===== src/rtl/serial_word_receiver.sv =====
// LSB-first serial word receiver with valid/ready holding register.
// Optional even-parity bit after the data bits: SERIAL_RX_PARITY_EN.
module serial_word_receiver #(
  parameter int WIDTH = 3
) (
  input  logic             clk,
  input  logic             clr,
  input  logic             di,
  input  logic             shift_en,
  input  logic             sync,
  output logic [WIDTH-1:0] q,
  output logic             q_valid,
  input  logic             q_ready,
  output logic             busy,
  output logic             overrun,
  output logic             parity_err
);

  localparam int CW = $clog2(WIDTH);

  typedef enum logic [1:0] {
    IDLE = 2'd0,
    RECV = 2'd1,
    PAR  = 2'd2
  } state_t;

  state_t           state_q, state_d;
  logic [CW-1:0]    cnt_q, cnt_d;
  logic [WIDTH-1:0] sr_q, sr_d;
  logic [WIDTH-1:0] q_q, q_d;
  logic             qv_q, qv_d;
  logic             ov_q, ov_d;
  logic             pe_q, pe_d;
  logic             busy_q;
  logic [WIDTH-1:0] word;
  logic [WIDTH-1:0] done_word;
  logic             done;
  logic             done_pe;

  assign word = {di, sr_q[WIDTH-1:1]};

  always_comb begin
    state_d   = state_q;
    cnt_d     = cnt_q;
    sr_d      = sr_q;
    done      = 1'b0;
    done_word = word;
    done_pe   = 1'b0;
    q_d       = q_q;
    qv_d      = qv_q;
    ov_d      = ov_q;
    pe_d      = pe_q;

    if (shift_en && sync) begin
      sr_d    = word;
      cnt_d   = CW'(1);
      state_d = RECV;
    end else if (shift_en) begin
      unique case (state_q)
        IDLE: begin
          sr_d    = word;
          cnt_d   = CW'(1);
          state_d = RECV;
        end
        RECV: begin
          sr_d = word;
          if (cnt_q == CW'(WIDTH - 1)) begin
            cnt_d = '0;
`ifdef SERIAL_RX_PARITY_EN
            state_d = PAR;
`else
            state_d = IDLE;
            done    = 1'b1;
`endif
          end else begin
            cnt_d = cnt_q + CW'(1);
          end
        end
`ifdef SERIAL_RX_PARITY_EN
        // sr already holds the full word; the parity bit is not shifted in
        PAR: begin
          state_d   = IDLE;
          done      = 1'b1;
          done_word = sr_q;
          done_pe   = (^sr_q) ^ di;
        end
`endif
        default: begin
          state_d = IDLE;
          cnt_d   = '0;
        end
      endcase
    end else if (sync) begin
      cnt_d   = '0;
      state_d = IDLE;
    end

    if (done) begin
      if (!qv_q || q_ready) begin
        q_d  = done_word;
        pe_d = done_pe;
        qv_d = 1'b1;
      end else begin
        ov_d = 1'b1;
      end
    end else if (qv_q && q_ready) begin
      qv_d = 1'b0;
    end
  end

  always_ff @(posedge clk) begin
    if (clr) begin
      state_q <= IDLE;
      cnt_q   <= '0;
      sr_q    <= '0;
      q_q     <= '0;
      qv_q    <= 1'b0;
      ov_q    <= 1'b0;
      pe_q    <= 1'b0;
      busy_q  <= 1'b0;
    end else begin
      state_q <= state_d;
      cnt_q   <= cnt_d;
      sr_q    <= sr_d;
      q_q     <= q_d;
      qv_q    <= qv_d;
      ov_q    <= ov_d;
      pe_q    <= pe_d;
      busy_q  <= (state_d != IDLE);
    end
  end

  assign q          = q_q;
  assign q_valid    = qv_q;
  assign busy       = busy_q;
  assign overrun    = ov_q;
  assign parity_err = pe_q;

endmodule


===== config.mk =====
export PLATFORM = sky130hd
export DESIGN_NAME = serial_word_receiver
export DESIGN_NICKNAME = d
export VERILOG_FILES = /design/src/rtl/serial_word_receiver.sv
export SDC_FILE = /design/constraint.sdc
export NUM_CORES = 1
export LEC_CHECK = 0
export CORE_AREA = 2 2 39 41
export CTS_CLUSTER_DIAMETER = 120
export CTS_CLUSTER_SIZE = 20
export DETAILED_ROUTE_END_ITERATION = 16
export DIE_AREA = 0 0 41 43
export PLACE_DENSITY = 0.7
export SLEW_MARGIN = 20
export SYNTH_ARGS = -nofsm -noshare
export SYNTH_HDL_FRONTEND = slang
export SYNTH_SLANG_ARGS = --single-unit

===== constraint.sdc =====
create_clock -name clk -period 3.07 [get_ports clk]
set_input_delay 0.614 -clock clk [delete_from_list [all_inputs] [get_ports clk]]
set_output_delay 0.614 -clock clk [all_outputs]
set_load 0.01 [all_outputs]

* Word-level counts from Yosys, hierarchy flattened *
Cells that the tools add are included.

storage, ports and cells
  RAM bits = 0
  memories kept = 0
  input bits = 6
  word-level logic and storage cells = 50
  bits in latches = 0
  bits in read-only memories = 0
  bits in registers = 13
  output and inout port bits = 7

operators by class
  eq/ne operators = 3
  bitwise logic cells = 1
  muxes and demuxes = 20
  multiply operators = 0
  $add $sub $neg = 1
  reduce and logical (&&, ||, !) cells = 17
  div/mod/pow operators = 0
  magnitude comparators = 0
  shift-type cells = 0

operators by type and width
  cell                   count
  $mux W2                7
  $reduce_bool A2 Y1     5
  $mux W3                3
  $mux W1                8
  $pmux W2 S2            2
  $reduce_and A2 Y1      4
  $reduce_or A2 Y1       2
  $reduce_bool A3 Y1     1
  $add A2 B1 Y2 const B  1
  $eq A2 B1 Y1 const B   1
  $eq A2 B2 Y1 const B   1
  $logic_and A1 B1 Y1    2
  $logic_not A2 Y1       1
  $ne A2 B1 Y1 const B   1
  $logic_not A1 Y1       1
  $logic_or A1 B1 Y1     1
  $not A1 Y1             1

* Depth between registers and ports, before layout *
Gate-level depths: netlist of run 1.

  depth after elaboration = 7
  mapped depth = 4
  depth with buffers taken out = 3

* Worst setup path before layout of run 1 *
OpenSTA, ideal clock, no wires.

  kind = input to register
  start point = input port sync
  end point = register q_q[0], in the netlist q[0]
  stages = 4
  arrival = 1459 ps
  path slack = 1539 ps
  required time = 2998 ps
  cells stage by stage = buf_6 -> nand4bb_4 -> nor4_4 -> mux2i_1

between the ends
  word-level cells in the longest chain between the ends = 3

RTL lines
  element                      RTL line  source
  from (decl)                  10        input logic sync,
  $logic_and A1 B1 Y1          54        if (shift_en && sync) begin
  $mux W1                      54
  $reduce_and A2 Y1 (no line)  -
  to (signal assigned)         125       q_q <= q_d;
  to (decl)                    30        logic [WIDTH-1:0] q_q, q_d;

Every way passes these cells.
A chain may end at the register's enable or synchronous reset.

* Worst setup path in the final report of run 1 *
  start point = input port sync
  end point = register q_q[1], in the netlist q[1]

Same word-level chain as after synthesis.

==> results.md, run 1 <==
* Initial Util at 42.9%
* Initial DRC Count at 3
* Status: complete, no violations
* Lkg Pwr at 0.254 nW
* DP HPWL at 711 um
* CP Launch Type: input pin
* Sequential-to-total area share from yosys stat at 40.5%
* Clock sinks at 12
* Slowest CP cell: clkdlybuf4s50_1
* Final setup margin at 1.25 ns
* Post-route cell area at 718 um2
* First-pass GRT wire length at 1.66 mm
* Syn-to-layout area delta at 21.1%
* RSZ-0062 raised after global routing: false
* Pin count of the biggest net entering global routing at 16
* Post-route minimum period at 1.82 ns
* Crit end category: register
* # DRC at 0
* CTS tree: built
* Commonest non-fill, non-tap cell in the layout: dfxtp_1
* Via Count at 457
* Post-synthesis cell count at 60
* Gr usage total at 13.9%
* Fmax at 551 MHz
* Clk Latency, worst-skew pair at 0.27 ns
* Final wirelength at 928 um
* Worst endpoint required time at 3.27 ns
* Synth cell types at 26
* Rows at 14
* Port bufs at 11
* Post-synthesis net count at 66
* WL/cell at 10.7 um
* Synthesized flop and latch total at 12
* # setup viols final at 0
* Cell area after synthesis at 593 um2
* Die X at 41 um
* Height of the die at 43 um
* Hold Vio Cnt, Final at 0
* H-tree depth at 1
* Multi-input gate area at 304 um2
* RD Place Congestion at 0.793
* Critical path data arrival time at 2.02 ns
* Sum Neg Setup Slack at 0 ns
* Final ANT Viol Nets at 0
* Grt ovf at 0
* Num CTS Buffers at 3
* Area after DPL at 682 um2
* Worst path cell trace: clkdlybuf4s50_1 > nand4bb_4 > nor4_4 > mux2i_1
* Core box area at 1380 um2
* # diodes at 0
* Post-Syn Area per Cell at 9.88 um2
* Longest Clk Path Bufs at 2
* Worst hold path type: register to register
* Detail-routed via count per cell at 5.25
* Max-cap viol count at 0
* Post-synth ARST share at 0%
* Commonest non-fill, non-tap cells in the layout: dfxtp_1, clkdlybuf4s50_1, a21oi_1
* Ys Warns at 0
* Share of layout cells above drive strength 1 at 16.9%
* # resized after CTS at 0
* # IOs at 13
* Final worst-path cycle share at 59.1%
* Pre-CTS WS at 0.959 ns
* Root buffer cell: clkbuf_4
* Die Area at 1760 um2
* Pwr dens at 437 nW/um2
* Peak VDD IR at 0.000293 V
* FF+latch area at 240 um2
* Main synth FF type: dfxtp_1
* EDFF count, synth at 0
* Antenna violations before repair at 0
* Hold-fix buffers, CTS at 0
* Pwr Total at 0.314 mW
* Worst Skew at 0.00326 ns
* CP Class: input pin to register
* Worst-path clk slew at 0.08 ns
* Fill cell count at 132
* Detailed Routing Iterations Pass 1 at 4
* Nets at 78
* Max-slew violations at 0
* Delay of the slowest critical-path stage at 0.53 ns
* Crit path max fanout at 9
* Number of global-route vias before repair at 418
* Setup bufs post-CTS at 0
cells by family after synthesis:
| logic type | share of synthesized area (%) |
|---|---|
| compound gates | 11.0 |
| buf+inv | 8.23 |
| flops | 40.5 |
| mux | 5.06 |
| other cells | 0.632 |
| simple gates | 34.6 |
through the flow:
step           utilization, %  std cells  hold slack, ns
3_3_place_gp             49.3         83           0.454
3_5_place_dp             49.3         83           0.473
6_report                 51.9         87           0.480
4_1_cts                  51.9         87           0.483
5_1_grt                  51.9         87           0.517
2_1_floorplan               -         60           0.445
registers in the layout, indices dropped and copies added (netlist names):
name and cells:
q_valid 1, busy 1, q 3, overrun 1, sr_q 2, state_q 2, cnt_q 2
where the power goes:
group | leakage [nW] | switching, mW | internal [mW] | total, mW
clock network | 0.0210 | 0.0521 | 0.0721 | 0.124
registers | 0.0978 | 0.00354 | 0.159 | 0.163
logic | 0.135 | 0.0121 | 0.0144 | 0.0266
critical path: cells and delay by family:
family,cells,cell delay (ns)
buffers and inverters,1,0.53
muxes,1,0.22
and+or+nand+nor,2,0.65
cell usage after synthesis, types with 2 or more instances:
master	instances	area share [%]
o21ai_0	4	3.4
dfxtp_1	12	41
and2b_2	2	3.0
buf_6	3	5.7
a21oi_1	5	4.2
a31oi_1	2	2.1
or2b_1	2	2.5
nand3_1	4	3.4
or2b_2	2	3.0
mux2i_1	3	5.1
nand2b_1	3	3.2
nor2_1	3	1.9
nand2_1	2	1.3
routing by layer:
| layer | part of all wire (%) | track usage, % |
|---|---|---|
| met1 | 46 | 19.0 |
| met2 | 47 | 19.4 |
| met5 | 0 | 0 |
| met3 | 5.6 | 3.14 |
| met4 | 2.0 | 8.00 |
path summary, 6_finish.rpt:
check             slack [ns]  startpoint      end  depth (start not counted)
setup / recovery        1.25        sync     q[1]                          4
setup reg to reg        1.84  state_q[0]     q[1]                          3
hold / removal          0.48     sr_q[1]  sr_q[1]                          2
hold reg to reg         0.48     sr_q[1]  sr_q[1]                          2
final cells by class:
| type | count | share of cell area [%] |
|---|---|---|
| Clock buffer | 4 | 5.05 |
| Inverter | 2 | 1.05 |
| Multi-Input combinational cell | 42 | 42.3 |
| Sequential cell | 12 | 33.4 |
| Tap cell | 16 | 2.79 |
| Timing Repair Buffer | 11 | 15.3 |
Power figures use the tool's default switching activity.
==> run 2, diff against run 1 <==
- CORE_AREA: 2 2 39 41 -> unset
- CORE_UTILIZATION: unset -> 42
- DIE_AREA: 0 0 41 43 -> unset
- PLACE_DENSITY: 0.7 -> 0.69
- clock period: 3.07 -> 1.53 ns (I/O delays scaled with it)
==> results.md, run 2 (synthesis results as in run 1) <==
* Crit path max fanout at 2 (was 9)
* Detailed Routing Iterations Pass 1 at 2 (was 4)
* Setup bufs post-CTS at 0 (unchanged)
* Crit end category: output pin (was register)
* # DRC at 0 (unchanged)
* H-tree depth at 1 (unchanged)
* RSZ-0062 raised after global routing: false (unchanged)
* Final setup margin at 0.0868 ns (was 1.25 ns)
* Clock sinks at 12 (unchanged)
* Worst hold path type: register to register (unchanged)
* Share of layout cells above drive strength 1 at 23.4% (was 16.9%)
* Worst Reg-to-Reg Cells at 3 (unchanged)
* Worst Skew at 0.00388 ns (was 0.00326 ns)
* Peak VDD IR at 0.000371 V (was 0.000293 V)
* CP bufs+invs at 1 (unchanged)
* Max reg flops at 3 (unchanged)
* Core box area at 1300 um2 (was 1380 um2)
* Worst-path clk slew at 0.07 ns (was 0.08 ns)
* Grt ovf at 0 (unchanged)
* Commonest non-fill, non-tap cell in the layout: dfxtp_1 (unchanged)
* Fmax at 693 MHz
* # diodes at 0 (unchanged)
* CP Launch Type: register (was input pin)
* Pre-CTS WS at -0.0820 ns (was 0.959 ns)
* Slowest CP cell: clkdlybuf4s50_1 (unchanged)
* Initial Util at 45.6% (was 42.9%)
* RD Place Congestion at 0.808 (was 0.793)
* First-pass GRT wire length at 1.57 mm (was 1.66 mm)
* Delay of the slowest critical-path stage at 0.54 ns (was 0.53 ns)
* CP Class: register to output pin (was input pin to register)
* Max-slew violations at 0 (unchanged)
* Lkg Pwr at 0.281 nW (was 0.254 nW)
* Final Util at 58.1% (was 51.9%)
* Port bufs at 11 (unchanged)
* Post-route minimum period at 1.44 ns
* Initial DRC Count at 2 (was 3)
* Pwr Total at 0.574 mW (was 0.314 mW)
* Number of global-route vias before repair at 413 (was 418)
* Pin count of the biggest net entering global routing at 9 (was 16)
* Num CTS Buffers at 3 (unchanged)
* Root buffer cell: clkbuf_4 (unchanged)
* Height of the die at 39.6 um (was 43 um)
* Worst endpoint required time at 1.22 ns (was 3.27 ns)
* # resized after CTS at 0 (unchanged)
* WL/cell at 10.6 um (was 10.7 um)
* Via Count at 456 (was 457)
* CP top delay family: buffers and inverters (was simple AND/OR/NAND/NOR gates)
* DP HPWL at 789 um (was 711 um)
* Nets at 85 (was 78)
* Worst path cell trace: clkdlybuf4s50_1 (was clkdlybuf4s50_1 > nand4bb_4 > nor4_4 > mux2i_1)
* Die Area at 1570 um2 (was 1760 um2)
* Final worst-path cycle share at 94.3%
* Clk Latency, worst-skew pair at 0.26 ns (was 0.27 ns)
* # IOs at 13 (unchanged)
* Syn-to-layout area delta at 27.4% (was 21.1%)
* Sum Neg Setup Slack at 0 ns (unchanged)
* Hold Vio Cnt, Final at 0 (unchanged)
* Pwr dens at 759 nW/um2 (was 437 nW/um2)
* Longest Clk Path Bufs at 2 (unchanged)
* Hold-fix buffers, CTS at 0 (unchanged)
* Critical path data arrival time at 1.14 ns (was 2.02 ns)
* Gr usage total at 14.9% (was 13.9%)
* Commonest non-fill, non-tap cells in the layout: dfxtp_1, clkdlybuf4s50_1, buf_4 (was dfxtp_1, clkdlybuf4s50_1, a21oi_1)
* # setup viols final at 0 (unchanged)
* Final wirelength at 976 um (was 928 um)
* CTS tree: built (unchanged)
* Die X at 39.6 um (was 41 um)
* Hold Slack at 0.471 ns (was 0.480 ns)
* Rows at 13 (was 14)
* Status: complete, no violations (unchanged)
* Max-cap viol count at 0 (unchanged)
* Cell count of the worst hold path at 2 (unchanged)
* Crit path depth at 1 (was 4)
* Antenna violations before repair at 0 (unchanged)
* Final ANT Viol Nets at 0 (unchanged)
* Detail-routed via count per cell at 4.96 (was 5.25)
[run 2: area by class of cell]
| cell class | count | area, um2 |
|---|---|---|
| repair buffers | 18 | 163 |
| multi-input cells | 42 | 304 |
| well taps | 15 | 18.8 |
| flip-flops and latches | 12 | 240 |
| fillers | 126 | 546 |
| clock buffers | 3 | 22.5 |
| inverters | 2 | 7.51 |
[run 2: final timing paths]
| kind | startpoint | end | slack [ns] |
|---|---|---|---|
| setup reg to reg | state_q[0] | q[1] | 0.31 |
| hold reg to reg | overrun | overrun | 0.47 |
| hold / removal | overrun | overrun | 0.47 |
| setup / recovery | q[2] | q[2] | 0.09 |
[run 2: where the power goes]
part / internal (mW) / switching [mW]
clock: 0.0907 / 0.0900
combinational: 0.0387 / 0.0271
sequential: 0.320 / 0.00718
[run 2: stage by stage]
step | cells | area (um2)
CTS | 92 | 756
finish | 92 | 756
detailed placement | 89 | 733
global placement | 89 | 733
global route | 92 | 756
floorplan | 60 | 593
[run 2: routing by layer]
| metal | part of all wire [%] | vias to the layer above | track usage (%) |
|---|---|---|---|
| li1 | - | 242 | - |
| met1 | 52 | 207 | 18.9 |
| met2 | 44 | 7 | 24.2 |
| met3 | 4.4 | 0 | 3.41 |
| met4 | 0 | 0 | 5.17 |
| met5 | 0 | - | 0 |
==> run 3, diff against run 2 <==
- PLACE_DENSITY: 0.69 -> 0.7
==> results.md, run 3 (synthesis results as in run 1) <==
* Pin count of the biggest net entering global routing at 11 (was 9)
* Worst hold path type: register to register (unchanged)
* # resized after CTS at 0 (unchanged)
* Sw Share at 22.8% (was 21.7%)
* Worst-path clk slew at 0.07 ns (about the same)
* Post-route minimum period at 1.45 ns (was 1.44 ns)
* RSZ-0062 raised after global routing: false (unchanged)
* Final worst-path cycle share at 95.0% (was 94.3%)
* Area after DPL at 718 um2 (was 733 um2)
* Global routing usage on met2 at 27.0% (was 24.2%)
* Comb pwr share at 10.6% (was 11.5%)
* Detailed Routing Iterations Pass 1 at 4 (was 2)
* Worst Skew at 0.00220 ns (was 0.00388 ns)
* Delay of the slowest critical-path stage at 0.54 ns (about the same)
* Via Count at 455 (was 456)
* Height of the die at 39.6 um (unchanged)
* Hold-fix buffers, CTS at 0 (unchanged)
* Initial DRC Count at 2 (unchanged)
* Peak VDD IR at 0.000332 V (was 0.000371 V)
* Commonest non-fill, non-tap cell in the layout: dfxtp_1 (unchanged)
* Grt peak-use layer: met2 (unchanged)
* R2r startpoint: state_q[0] (unchanged)
* Crit path max fanout at 2 (unchanged)
* Root buffer cell: clkbuf_4 (unchanged)
* Final setup margin at 0.0767 ns (was 0.0868 ns)
* Core box area at 1300 um2 (unchanged)
* Pwr Total at 0.578 mW (was 0.574 mW)
* WL/cell at 11.4 um (was 10.6 um)
* Worst Reg-to-Reg Cells at 3 (unchanged)
* Pre-CTS WS at -0.121 ns (was -0.0820 ns)
* Detail-routed via count per cell at 5.06 (was 4.96)
* First-pass GRT wire length at 1.79 mm (was 1.57 mm)
* CP Class: register to output pin (unchanged)
* Rows at 13 (unchanged)
* Share of layout cells above drive strength 1 at 21.3% (was 23.4%)
* Fmax at 688 MHz (was 693 MHz)
* CTS tree: built (unchanged)
* # DRC at 0 (unchanged)
* Antenna violations before repair at 0 (unchanged)
* # setup viols final at 0 (unchanged)
* Worst path cell trace: clkdlybuf4s50_1 (unchanged)
* CP Launch Type: register (unchanged)
* Final Util at 56.9% (was 58.1%)
* Worst endpoint required time at 1.22 ns (about the same)
* Status: complete, no violations (unchanged)
* Clock sinks at 12 (unchanged)
* # diodes at 0 (unchanged)
* Hold Slack at 0.475 ns (was 0.471 ns)
* Cell count of the worst hold path at 2 (unchanged)
* R2r setup slk at 0.29 ns (was 0.31 ns)
* Post-route cell area at 741 um2 (was 756 um2)
* Slowest CP cell: clkdlybuf4s50_1 (unchanged)
* Die X at 39.6 um (unchanged)
* Hold Vio Cnt, Final at 0 (unchanged)
* Critical path data arrival time at 1.15 ns (was 1.14 ns)
* RD Place Congestion at 0.771 (was 0.808)
* Clk Latency, worst-skew pair at 0.27 ns (was 0.26 ns)
* Num CTS Buffers at 3 (unchanged)
* Pwr dens at 781 nW/um2 (was 759 nW/um2)
* Routing usage on met3 at 5.11% (was 3.41%)
* H-tree depth at 1 (unchanged)
* Grt ovf at 0 (unchanged)
* Commonest non-fill, non-tap cells in the layout: dfxtp_1, clkdlybuf4s50_1, a21oi_1, buf_4 (was dfxtp_1, clkdlybuf4s50_1, buf_4)
* Die Area at 1570 um2 (unchanged)
* Internal power at 0.447 mW (was 0.449 mW)
* Final ANT Viol Nets at 0 (unchanged)
* # IOs at 13 (unchanged)
* Number of global-route vias before repair at 437 (was 413)
* Max-cap viol count at 0 (unchanged)
* CP bufs+invs at 1 (unchanged)
* Initial Util at 45.6% (unchanged)
* Gr usage total at 17.6% (was 14.9%)
* Max reg flops at 3 (unchanged)
* Setup bufs post-CTS at 0 (unchanged)
* M1 GR Usage at 21.4% (was 18.9%)
* Clock power share at 32.8% (was 31.5%)
* Register share of total power at 56.6% (was 57.0%)
* Worst Hold Launch: overrun (unchanged)
* CP top delay family: buffers and inverters (unchanged)
* Nets at 83 (was 85)
* Crit end category: output pin (unchanged)
* Final wirelength at 1.03 mm (was 976 um)
* Lkg Pwr at 0.271 nW (was 0.281 nW)
* Psw at 0.132 mW (was 0.124 mW)
* Port bufs at 11 (unchanged)
* Longest Clk Path Bufs at 2 (unchanged)
* Reg2reg end: q[2] (was q[1])
* Max-slew violations at 0 (unchanged)
* DP HPWL at 814 um (was 789 um)
* Crit path depth at 1 (unchanged)
* Syn-to-layout area delta at 24.9% (was 27.4%)
* Fill cell count at 119 (was 126)
* Hold Path Sink: overrun (unchanged)
-- run 3: changes by cell type in the layout (fill, tap and decap cells not counted) --
cell	change
buf_4	-2
-- run 3: power by group through the flow --
stage	combinational, mW	clock, mW	sequential, mW
after floorplan	0.0409	0	0.333
after detailed placement	0.0620	0	0.335
after global routing	0.0692	0.209	0.328
final	0.0615	0.190	0.327
after CTS	0.0621	0.195	0.327
after global placement	0.0614	0	0.334
-- run 3: area by class of cell --
class | count | area [um2] | share of cell area (%)
tap | 15 | 18.8 | 2.53
clock buffer | 3 | 22.5 | 3.04
timing repair buffer | 16 | 148 | 19.9
sequential | 12 | 240 | 32.4
inverter | 2 | 7.51 | 1.01
multi-input combinational | 42 | 304 | 41.0
-- run 3: worst max path at each step --
stage / start / end / slack [ns]
6_report: q[0] / q[0] / 0.08
5_1_grt: q[2] / q[2] / 0.04
4_1_cts: q[0] / q[0] / 0.07
3_5_place_dp: sync / q[0] / -0.12
3_3_place_gp: sync / q[2] / -0.07
2_1_floorplan: sync / q[0] / 0.31
-- run 3: metal layers --
| layer | wire [um] | share of wire, % |
|---|---|---|
| met3 | 46 | 4.5 |
| met1 | 502 | 49 |
| met2 | 448 | 44 |
| met4 | 28 | 2.7 |
| met5 | 0 | 0 |
-- run 3: per-stage QoR --
stage | setup TNS, ns | instances
final | 0 | 90
after global routing | 0 | 90
after CTS | 0 | 90
after detailed placement | -0.319 | 87
after global placement | -0.194 | 87
after floorplan | 0 | 60
